--- src/rtl/sym_stream_feeder_pkg.sv ---
// Shared types and symbol encodings for the matcher symbol-stream feeder.
// Latency: n/a (types and constants only).
// Backpressure: n/a.
package mfa_pkg;

  typedef enum logic [1:0] {
    IDLE  = 2'd0,
    LOAD  = 2'd1,
    SHIFT = 2'd2,
    FIN   = 2'd3
  } feeder_state_t;

  localparam logic [1:0] SYM_A = 2'b00;
  localparam logic [1:0] SYM_C = 2'b01;
  localparam logic [1:0] SYM_G = 2'b10;
  localparam logic [1:0] SYM_T = 2'b11;

endpackage

--- src/rtl/sym_stream_feeder_if.sv ---
// Word-write and symbol-stream handshake bundle between loader, feeder and matcher.
// Latency: n/a (wires only).
// Backpressure: wr_ready throttles the loader, sym_ready throttles the feeder.
interface sym_stream_feeder_if #(
  parameter int SYM_W  = 2,
  parameter int WORD_W = 32
);
  logic              wr_valid;
  logic [WORD_W-1:0] wr_data;
  logic              wr_ready;
  logic              sym_valid;
  logic [SYM_W-1:0]  sym_data;
  logic              sym_last;
  logic              sym_ready;

  // Feeder side: accepts words, produces symbols.
  modport slave (
    input  wr_valid, wr_data, sym_ready,
    output wr_ready, sym_valid, sym_data, sym_last
  );

  // Loader / consumer side.
  modport master (
    output wr_valid, wr_data, sym_ready,
    input  wr_ready, sym_valid, sym_data, sym_last
  );
endinterface

--- src/rtl/sym_word_fifo.sv ---
// Synchronous word FIFO with registered not-full and empty flags, show-ahead read data.
// Latency: a word pushed at edge t is visible on pop_dat and poppable at edge t+1.
// Backpressure: push_rdy drops when full (held low during reset); a pop never frees space in the same cycle.
module sym_word_fifo #(
  parameter int WORD_W = 32,
  parameter int DEPTH  = 16
) (
  input  logic              CLK,
  input  logic              RST,
  input  logic              push,
  input  logic [WORD_W-1:0] push_dat,
  output logic              push_rdy,
  input  logic              pop,
  output logic [WORD_W-1:0] pop_dat,
  output logic              empty
);
  localparam int AW = $clog2(DEPTH);
  localparam logic [AW:0] FULL_CNT = (AW+1)'(DEPTH);

  logic [WORD_W-1:0] mem [DEPTH];
  logic [AW-1:0]     wr_ptr;
  logic [AW-1:0]     rd_ptr;
  logic [AW:0]       cnt;
  logic [AW:0]       cnt_n;
  logic              do_push;
  logic              do_pop;

  assign do_push = push & push_rdy;
  assign do_pop  = pop & ~empty;
  assign pop_dat = mem[rd_ptr];

  // Occupancy after this cycle's push/pop, used to register the flags.
  always_comb begin
    cnt_n = cnt;
    if (do_push && !do_pop) begin
      cnt_n = cnt + 1'b1;
    end else if (!do_push && do_pop) begin
      cnt_n = cnt - 1'b1;
    end
  end

  // Storage array; contents need no reset since empty gates every read.
  always_ff @(posedge CLK) begin
    if (do_push) begin
      mem[wr_ptr] <= push_dat;
    end
  end

  // Pointers, occupancy and registered flags.
  always_ff @(posedge CLK or negedge RST) begin
    if (!RST) begin
      wr_ptr   <= '0;
      rd_ptr   <= '0;
      cnt      <= '0;
      push_rdy <= 1'b0;
      empty    <= 1'b1;
    end else begin
      if (do_push) wr_ptr <= wr_ptr + 1'b1;
      if (do_pop)  rd_ptr <= rd_ptr + 1'b1;
      cnt      <= cnt_n;
      push_rdy <= (cnt_n != FULL_CNT);
      empty    <= (cnt_n == '0);
    end
  end
endmodule

--- src/rtl/sym_stream_feeder.sv ---
// Buffers packed sequence words and serialises them LSB-first into SYM_W-bit symbols; optional FEEDER_UNDERRUN_CNT_EN adds underrun_cnt.
// Latency: start at edge t -> LOAD after t -> first sym_valid after t+1 (word already buffered); 1 symbol/cycle sustained.
// Backpressure: sym_ready or bc_mode=0 freezes the stream in place; wr_ready deasserts when the word FIFO is full.
module sym_stream_feeder
  import mfa_pkg::*;
#(
  parameter int SYM_W  = 2,
  parameter int WORD_W = 32,
  parameter int DEPTH  = 16,
  parameter int LEN_W  = 16
) (
  input  logic             CLK,
  input  logic             RST,
  input  logic             start,
  input  logic [LEN_W-1:0] seq_len,
  input  logic             bc_mode,
  sym_stream_feeder_if.slave bus,
  output logic             busy,
  output logic             done
`ifdef FEEDER_UNDERRUN_CNT_EN
  ,
  output logic [15:0]      underrun_cnt
`endif
);
  localparam int SPW = WORD_W / SYM_W;
  localparam int IW  = (SPW > 1) ? $clog2(SPW) : 1;
  localparam logic [IW-1:0] SIDX_LAST = IW'(SPW - 1);

  feeder_state_t     state;
  feeder_state_t     state_n;
  logic [WORD_W-1:0] shreg;
  logic [WORD_W-1:0] shreg_n;
  logic [IW-1:0]     sidx;
  logic [IW-1:0]     sidx_n;
  logic [LEN_W-1:0]  remain;
  logic [LEN_W-1:0]  remain_n;
  logic              push;
  logic              pop;
  logic              fifo_empty;
  logic [WORD_W-1:0] fifo_dat;
  logic              hs;

  assign push = bus.wr_valid & bus.wr_ready;

  sym_word_fifo #(
    .WORD_W (WORD_W),
    .DEPTH  (DEPTH)
  ) u_fifo (
    .CLK      (CLK),
    .RST      (RST),
    .push     (push),
    .push_dat (bus.wr_data),
    .push_rdy (bus.wr_ready),
    .pop      (pop),
    .pop_dat  (fifo_dat),
    .empty    (fifo_empty)
  );

  assign bus.sym_valid = (state == SHIFT) & bc_mode;
  assign bus.sym_data  = shreg[SYM_W-1:0];
  assign bus.sym_last  = (state == SHIFT) && (remain == LEN_W'(1));
  assign busy          = (state != IDLE);
  assign done          = (state == FIN);
  assign hs            = bus.sym_valid & bus.sym_ready;

  // Next state, FIFO pop and shifter/counter updates.
  always_comb begin
    state_n  = state;
    shreg_n  = shreg;
    sidx_n   = sidx;
    remain_n = remain;
    pop      = 1'b0;
    unique case (state)
      IDLE: begin
        if (start) begin
          if (seq_len != '0) begin
            remain_n = seq_len;
            state_n  = LOAD;
          end else begin
            state_n  = FIN;
          end
        end
      end
      LOAD: begin
        // The pop ignores bc_mode so a frozen stream still has its word staged.
        if (!fifo_empty) begin
          pop     = 1'b1;
          shreg_n = fifo_dat;
          sidx_n  = '0;
          state_n = SHIFT;
        end
      end
      SHIFT: begin
        if (hs) begin
          shreg_n  = shreg >> SYM_W;
          sidx_n   = sidx + 1'b1;
          remain_n = remain - 1'b1;
          if (remain == LEN_W'(1)) begin
            // Leftover symbols of this word are dropped; buffered words stay.
            state_n = FIN;
          end else if (sidx == SIDX_LAST) begin
            if (!fifo_empty) begin
              // Back-to-back reload keeps the stream bubble-free.
              pop     = 1'b1;
              shreg_n = fifo_dat;
              sidx_n  = '0;
            end else begin
              state_n = LOAD;
            end
          end
        end
      end
      FIN: begin
        state_n = IDLE;
      end
      default: begin
        state_n = IDLE;
      end
    endcase
  end

  // State, shift register and counters.
  always_ff @(posedge CLK or negedge RST) begin
    if (!RST) begin
      state  <= IDLE;
      shreg  <= '0;
      sidx   <= '0;
      remain <= '0;
    end else begin
      state  <= state_n;
      shreg  <= shreg_n;
      sidx   <= sidx_n;
      remain <= remain_n;
    end
  end

`ifdef FEEDER_UNDERRUN_CNT_EN
  // Saturating count of cycles spent starved for a word while enabled.
  always_ff @(posedge CLK or negedge RST) begin
    if (!RST) begin
      underrun_cnt <= '0;
    end else if (state == IDLE && start) begin
      underrun_cnt <= '0;
    end else if (state == LOAD && bc_mode && fifo_empty && underrun_cnt != 16'hFFFF) begin
      underrun_cnt <= underrun_cnt + 16'd1;
    end
  end
`endif
endmodule

--- src/flat_wrapper.sv ---
// flat-port wrapper written by rule: the top's interface ports become plain ports
module sym_stream_feeder_flat import mfa_pkg::*;
#(
  parameter int SYM_W  = 2,
  parameter int WORD_W = 32,
  parameter int DEPTH  = 16,
  parameter int LEN_W  = 16
)
  (CLK, RST, start, seq_len, bc_mode, busy, done, bus_wr_valid, bus_wr_data, bus_sym_ready, bus_wr_ready, bus_sym_valid, bus_sym_data, bus_sym_last);
  sym_stream_feeder_if #(.SYM_W(SYM_W), .WORD_W(WORD_W)) bus_i ();
  input  logic CLK;
  input  logic RST;
  input  logic start;
  input  logic [LEN_W-1:0] seq_len;
  input  logic bc_mode;
  output logic busy;
  output logic done;
  input wire logic [$bits(bus_i.wr_valid)-1:0] bus_wr_valid;
  input wire logic [$bits(bus_i.wr_data)-1:0] bus_wr_data;
  input wire logic [$bits(bus_i.sym_ready)-1:0] bus_sym_ready;
  output wire logic [$bits(bus_i.wr_ready)-1:0] bus_wr_ready;
  output wire logic [$bits(bus_i.sym_valid)-1:0] bus_sym_valid;
  output wire logic [$bits(bus_i.sym_data)-1:0] bus_sym_data;
  output wire logic [$bits(bus_i.sym_last)-1:0] bus_sym_last;
  assign bus_i.wr_valid = bus_wr_valid;
  assign bus_i.wr_data = bus_wr_data;
  assign bus_i.sym_ready = bus_sym_ready;
  assign bus_wr_ready = bus_i.wr_ready;
  assign bus_sym_valid = bus_i.sym_valid;
  assign bus_sym_data = bus_i.sym_data;
  assign bus_sym_last = bus_i.sym_last;
  sym_stream_feeder #(.SYM_W(SYM_W), .WORD_W(WORD_W), .DEPTH(DEPTH), .LEN_W(LEN_W)) u_core (.CLK(CLK), .RST(RST), .start(start), .seq_len(seq_len), .bc_mode(bc_mode), .bus(bus_i), .busy(busy), .done(done));
endmodule
--- config.mk ---
export PLATFORM = sky130hd
export DESIGN_NAME = sym_stream_feeder_flat
export DESIGN_NICKNAME = d
export VERILOG_FILES = /design/src/rtl/sym_stream_feeder_pkg.sv /design/src/rtl/sym_stream_feeder_if.sv /design/src/rtl/sym_word_fifo.sv /design/src/rtl/sym_stream_feeder.sv /design/src/flat_wrapper.sv
export SDC_FILE = /design/constraint.sdc
export NUM_CORES = 1
export LEC_CHECK = 0
export BUFFER_PORTS_ARGS = -buffer_cell sky130_fd_sc_hd__buf_2
export CAP_MARGIN = 30
export CORE_MARGIN = 4
export CORE_UTILIZATION = 25
export CTS_BUF_LIST = sky130_fd_sc_hd__clkbuf_16
export DETAILED_ROUTE_END_ITERATION = 16
export MAX_ROUTING_LAYER = met4
export SKIP_CTS_REPAIR_TIMING = 1
export SLEW_MARGIN = 20
export SYNTH_ARGS = -nofsm -noshare
export SYNTH_HDL_FRONTEND = slang
export SYNTH_SLANG_ARGS = --single-unit
export TNS_END_PERCENT = 30
--- constraint.sdc ---
create_clock -name CLK -period 6 [get_ports CLK]
set_input_delay 0.6 -clock CLK [delete_from_list [all_inputs] [get_ports CLK]]
set_output_delay 0.6 -clock CLK [all_outputs]
set_load 0.005 [all_outputs]
==> metrics <==
status=finished clean; total congestion overflow=0; EDFF count, synth=roughly 500; peak supply drop=0.388 mV; CTS root buffer=clkbuf_16; Async SR Flop Fraction=between 10% and 20%; P&R area growth vs syn=15.7%; Tcrit/Tclk final=57.2%; CP arrival=approximately 4000 ps; Sinks on Clock Net=around 580; Max-Cap Viols=0; synthesized flop and latch total=between 500 and 600; Post-Syn Area per Cell=between 20 and 25 sq um; worst-path cell chain=inv_1, ha_1, inv_1, a21oi_1, a21oi_1, nand2_2, buf_4, nand2_1, o21ai_1; first-pass GRT wire length=about 78000 um; Slew Limit Fails=0; number of CTS-inserted buffers=54; antenna violations before repair=14; Setup crit end kind=register; Compound-Gate Fraction of Synth Area=under 10%; crit path time final=about 3400 ps; Die Wd=a little over 300 um; post-synth top area share=66.9%; Post-DP HPWL=between 20000 and 30000 um; maximum clock frequency=a little under 0.3 GHz; Crit path max-delay family=buffers and inverters; vias in the first global route=between 10000 and 15000; num rows=110; Core Region=~0.091 sq mm; RR Endpoint=u_core.shreg[14]$_DFFE_PN0P_; largest net degree at the start of global routing=approximately 130; Initial Utilization=25.4%; RSZ-0062 raised after global routing=false; post-synthesis sequential area ratio=about three quarters; placed cells=2319; Worst Hold Class=in2reg; FF-to-FF setup slack=roughly 2600 ps; clk buf depth=3; NumNets Final=approximately 1300; Simple-Gate Fraction of Synth Area=3.33%; DRT Pass-1 Iters=5; Leak=around 8.7 nW; non-filler cells, final=2431; Synth Warn #=0; Slew @ Worst Pin=936 ps; Port Buffers=60; Top FF cell, synth=edfxtp_1; Fill cells=8798; mapped cell area=between 0.02 and 0.025 sq mm; Worst Skew=a little over 40 ps; delay of the slowest critical-path stage=roughly 800 ps; Routed wire per std cell=21.6 um; largest family of logic cells by synthesized area=multiplexers; vias after detailed routing=11134; Distinct cells, synth=55; Routed WL=52500 um; PwrDens=around 470 mW/mm^2; worst setup path class=reg2reg; critical-path maximum fanout=44; Worst-Skew Late Latency=around 630 ps; WP depth=9; Synth Area in Adders=less than 1%; GPL Wtd Cong=around 0.76; Die Y-Extent=just over 300 um; CP Capture Point=u_core.shreg[14]$_DFFE_PN0P_; CTS tree=built; crit path max-delay cell type=ha_1; final hold viol count=0; CTS clk-pin slew, worst paths=70 ps; number of nets with antenna violations after routing=0; DRC viols=0; slew margin rel.=a little under two fifths; layout cells sized above 1=between 20% and 30%; via-per-instance ratio=about 4.6; final setup violation count=0; xor-xnor portion of the synthesized cell area=less than 1%; Yosys top cell by area=edfxtp_1; design area=around 0.027 sq mm; I/O pin cnt=a little over 60; Post-Synthesis Cells=about 1100; drt first-iter violations=1096; critical path startpoint=u_core.state[0]$_DFFE_PN0P_; Fin Setup TNS=0 ps; R2R Path Start=u_core.state[0]$_DFFE_PN0P_; most area-consuming cells after synthesis=edfxtp_1, mux4_2, dfrtp_1; syn_nets=approximately 1200; post-synthesis mux area share=approximately 17%; Worst Path Required=approximately 6600 ps; GRT Total Usage=between 10% and 20%; htree depth=2; worst r2r path cells=9; Worst setup SP type=register; die area=0.0968 sq mm; Worst Path Buf+Inv=3; DP Area=between 0.02 and 0.025 sq mm
layer usage:
layer / part of all wire, % / vias up / routed length [um] / global-route usage, %
met5: 0 / - / 0 / -
met3: 6.2 / 66 / 3230 / 2.40
met2: 49 / 306 / 25600 / 17.6
met4: 1.5 / 0 / 778 / 2.44
met1: 44 / 5974 / 22900 / 14.4
li1: - / 4788 / - / -
sequential cells by signal, indices dropped and copies added, names as in the netlist:
register                count
u_core.u_fifo.mem         512
u_core.shreg               32
u_core.remain              16
u_core.u_fifo.cnt           5
u_core.sidx                 4
u_core.u_fifo.rd_ptr        4
u_core.u_fifo.wr_ptr        4
u_core.state                2
u_core.u_fifo.empty         1
u_core.u_fifo.push_rdy      1
layout by cell type (no fill, tap or decap), types with 5 or more instances in the layout:
cell / instances
nor2_1: 16
clkbuf_16: 54
mux4_2: 160
o21ai_0: 22
a21oi_1: 17
bufinv_16: 6
mux2i_1: 32
and2_2: 12
nor3_1: 9
o22ai_1: 14
buf_4: 24
buf_2: 59
o21ai_1: 30
clkinv_2: 10
edfxtp_1: 512
diode_2: 9
xnor2_1: 7
and3_1: 5
inv_1: 27
nand3_1: 16
ha_1: 14
nand2_1: 49
clkinv_1: 13
dfrtp_1: 64
synthesized netlist by cell type, types with 2 or more instances:
| cell type | instances |
|---|---|
| edfxtp_1 | 512 |
| mux4_2 | 160 |
| dfrtp_1 | 68 |
| nand2_1 | 50 |
| mux2i_1 | 32 |
| o21ai_1 | 30 |
| clkbuf_1 | 27 |
| o21ai_0 | 22 |
| buf_2 | 20 |
| a21oi_1 | 17 |
| and2_1 | 16 |
| nand3_1 | 16 |
| nor2_1 | 16 |
| ha_1 | 14 |
| o22ai_1 | 14 |
| inv_1 | 13 |
| and3_1 | 9 |
| nor3_1 | 9 |
| xnor2_1 | 7 |
| buf_1 | 6 |
| a21o_1 | 4 |
| nand4_1 | 4 |
| nor3b_1 | 4 |
| nor2b_1 | 3 |
| nor4_1 | 3 |
| o211ai_1 | 3 |
| buf_4 | 2 |
| mux2_2 | 2 |
| nor4bb_1 | 2 |
| or2_2 | 2 |
| xor2_1 | 2 |
logic make-up (layout without fill, tap and decap cells):
logic type,Yosys count,in the layout
other cells,0,9
compound gates,103,103
fa+ha+maj,14,14
simple gates,144,144
mux,194,194
buf+inv,68,201
flops,581,581
xor+xnor,9,9
power by group:
group | switching, mW | internal [mW]
logic | 1.91 | 1.73
registers | 0.403 | 5.02
clock network | 1.50 | 1.91
worst min path at each step:
| stage | startpoint | endpoint | cells past startpoint |
|---|---|---|---|
| 6_report | seq_len[14] | u_core.remain[14]$_DFFE_PN0P_ | 3 |
| 2_1_floorplan | RST | u_core.remain[0]$_DFFE_PN0P_ | 0 |
| 4_1_cts | RST | u_core.remain[12]$_DFFE_PN0P_ | 1 |
| 3_5_place_dp | u_core.shreg[20]$_DFFE_PN0P_ | u_core.shreg[20]$_DFFE_PN0P_ | 2 |
| 3_3_place_gp | u_core.u_fifo.cnt[4]$_DFF_PN0_ | u_core.u_fifo.cnt[4]$_DFF_PN0_ | 1 |
| 5_1_grt | seq_len[14] | u_core.remain[14]$_DFFE_PN0P_ | 3 |
final cells by class:
type | count | area, sq um | share of cell area, %
sequential | 581 | 17100 | 64.4
antenna | 9 | 22.5 | 0.0847
clock inverter | 48 | 417 | 1.57
tap | 1176 | 1470 | 5.54
multi-input combinational | 464 | 5630 | 21.2
timing repair buffer | 86 | 526 | 1.98
clock buffer | 54 | 1350 | 5.08
inverter | 13 | 48.8 | 0.184
worst min-delay path, cell delays in order:
cell	delay, ps
buf_2	110
o22ai_1	60
nor2_1	80
per-stage QoR:
stage	utilization [%]	hold slack, ps	setup WS [ps]	total power, mW
6_report	29.4	278	2570	12.5
5_1_grt	29.3	258	2210	13.2
4_1_cts	29.3	-50.7	2530	12.7
3_5_place_dp	27.4	479	2540	9.22
3_3_place_gp	27.4	473	2710	9.12
2_1_floorplan	-	304	3750	8.13
Note: power is estimated with default switching activity, not from simulation.
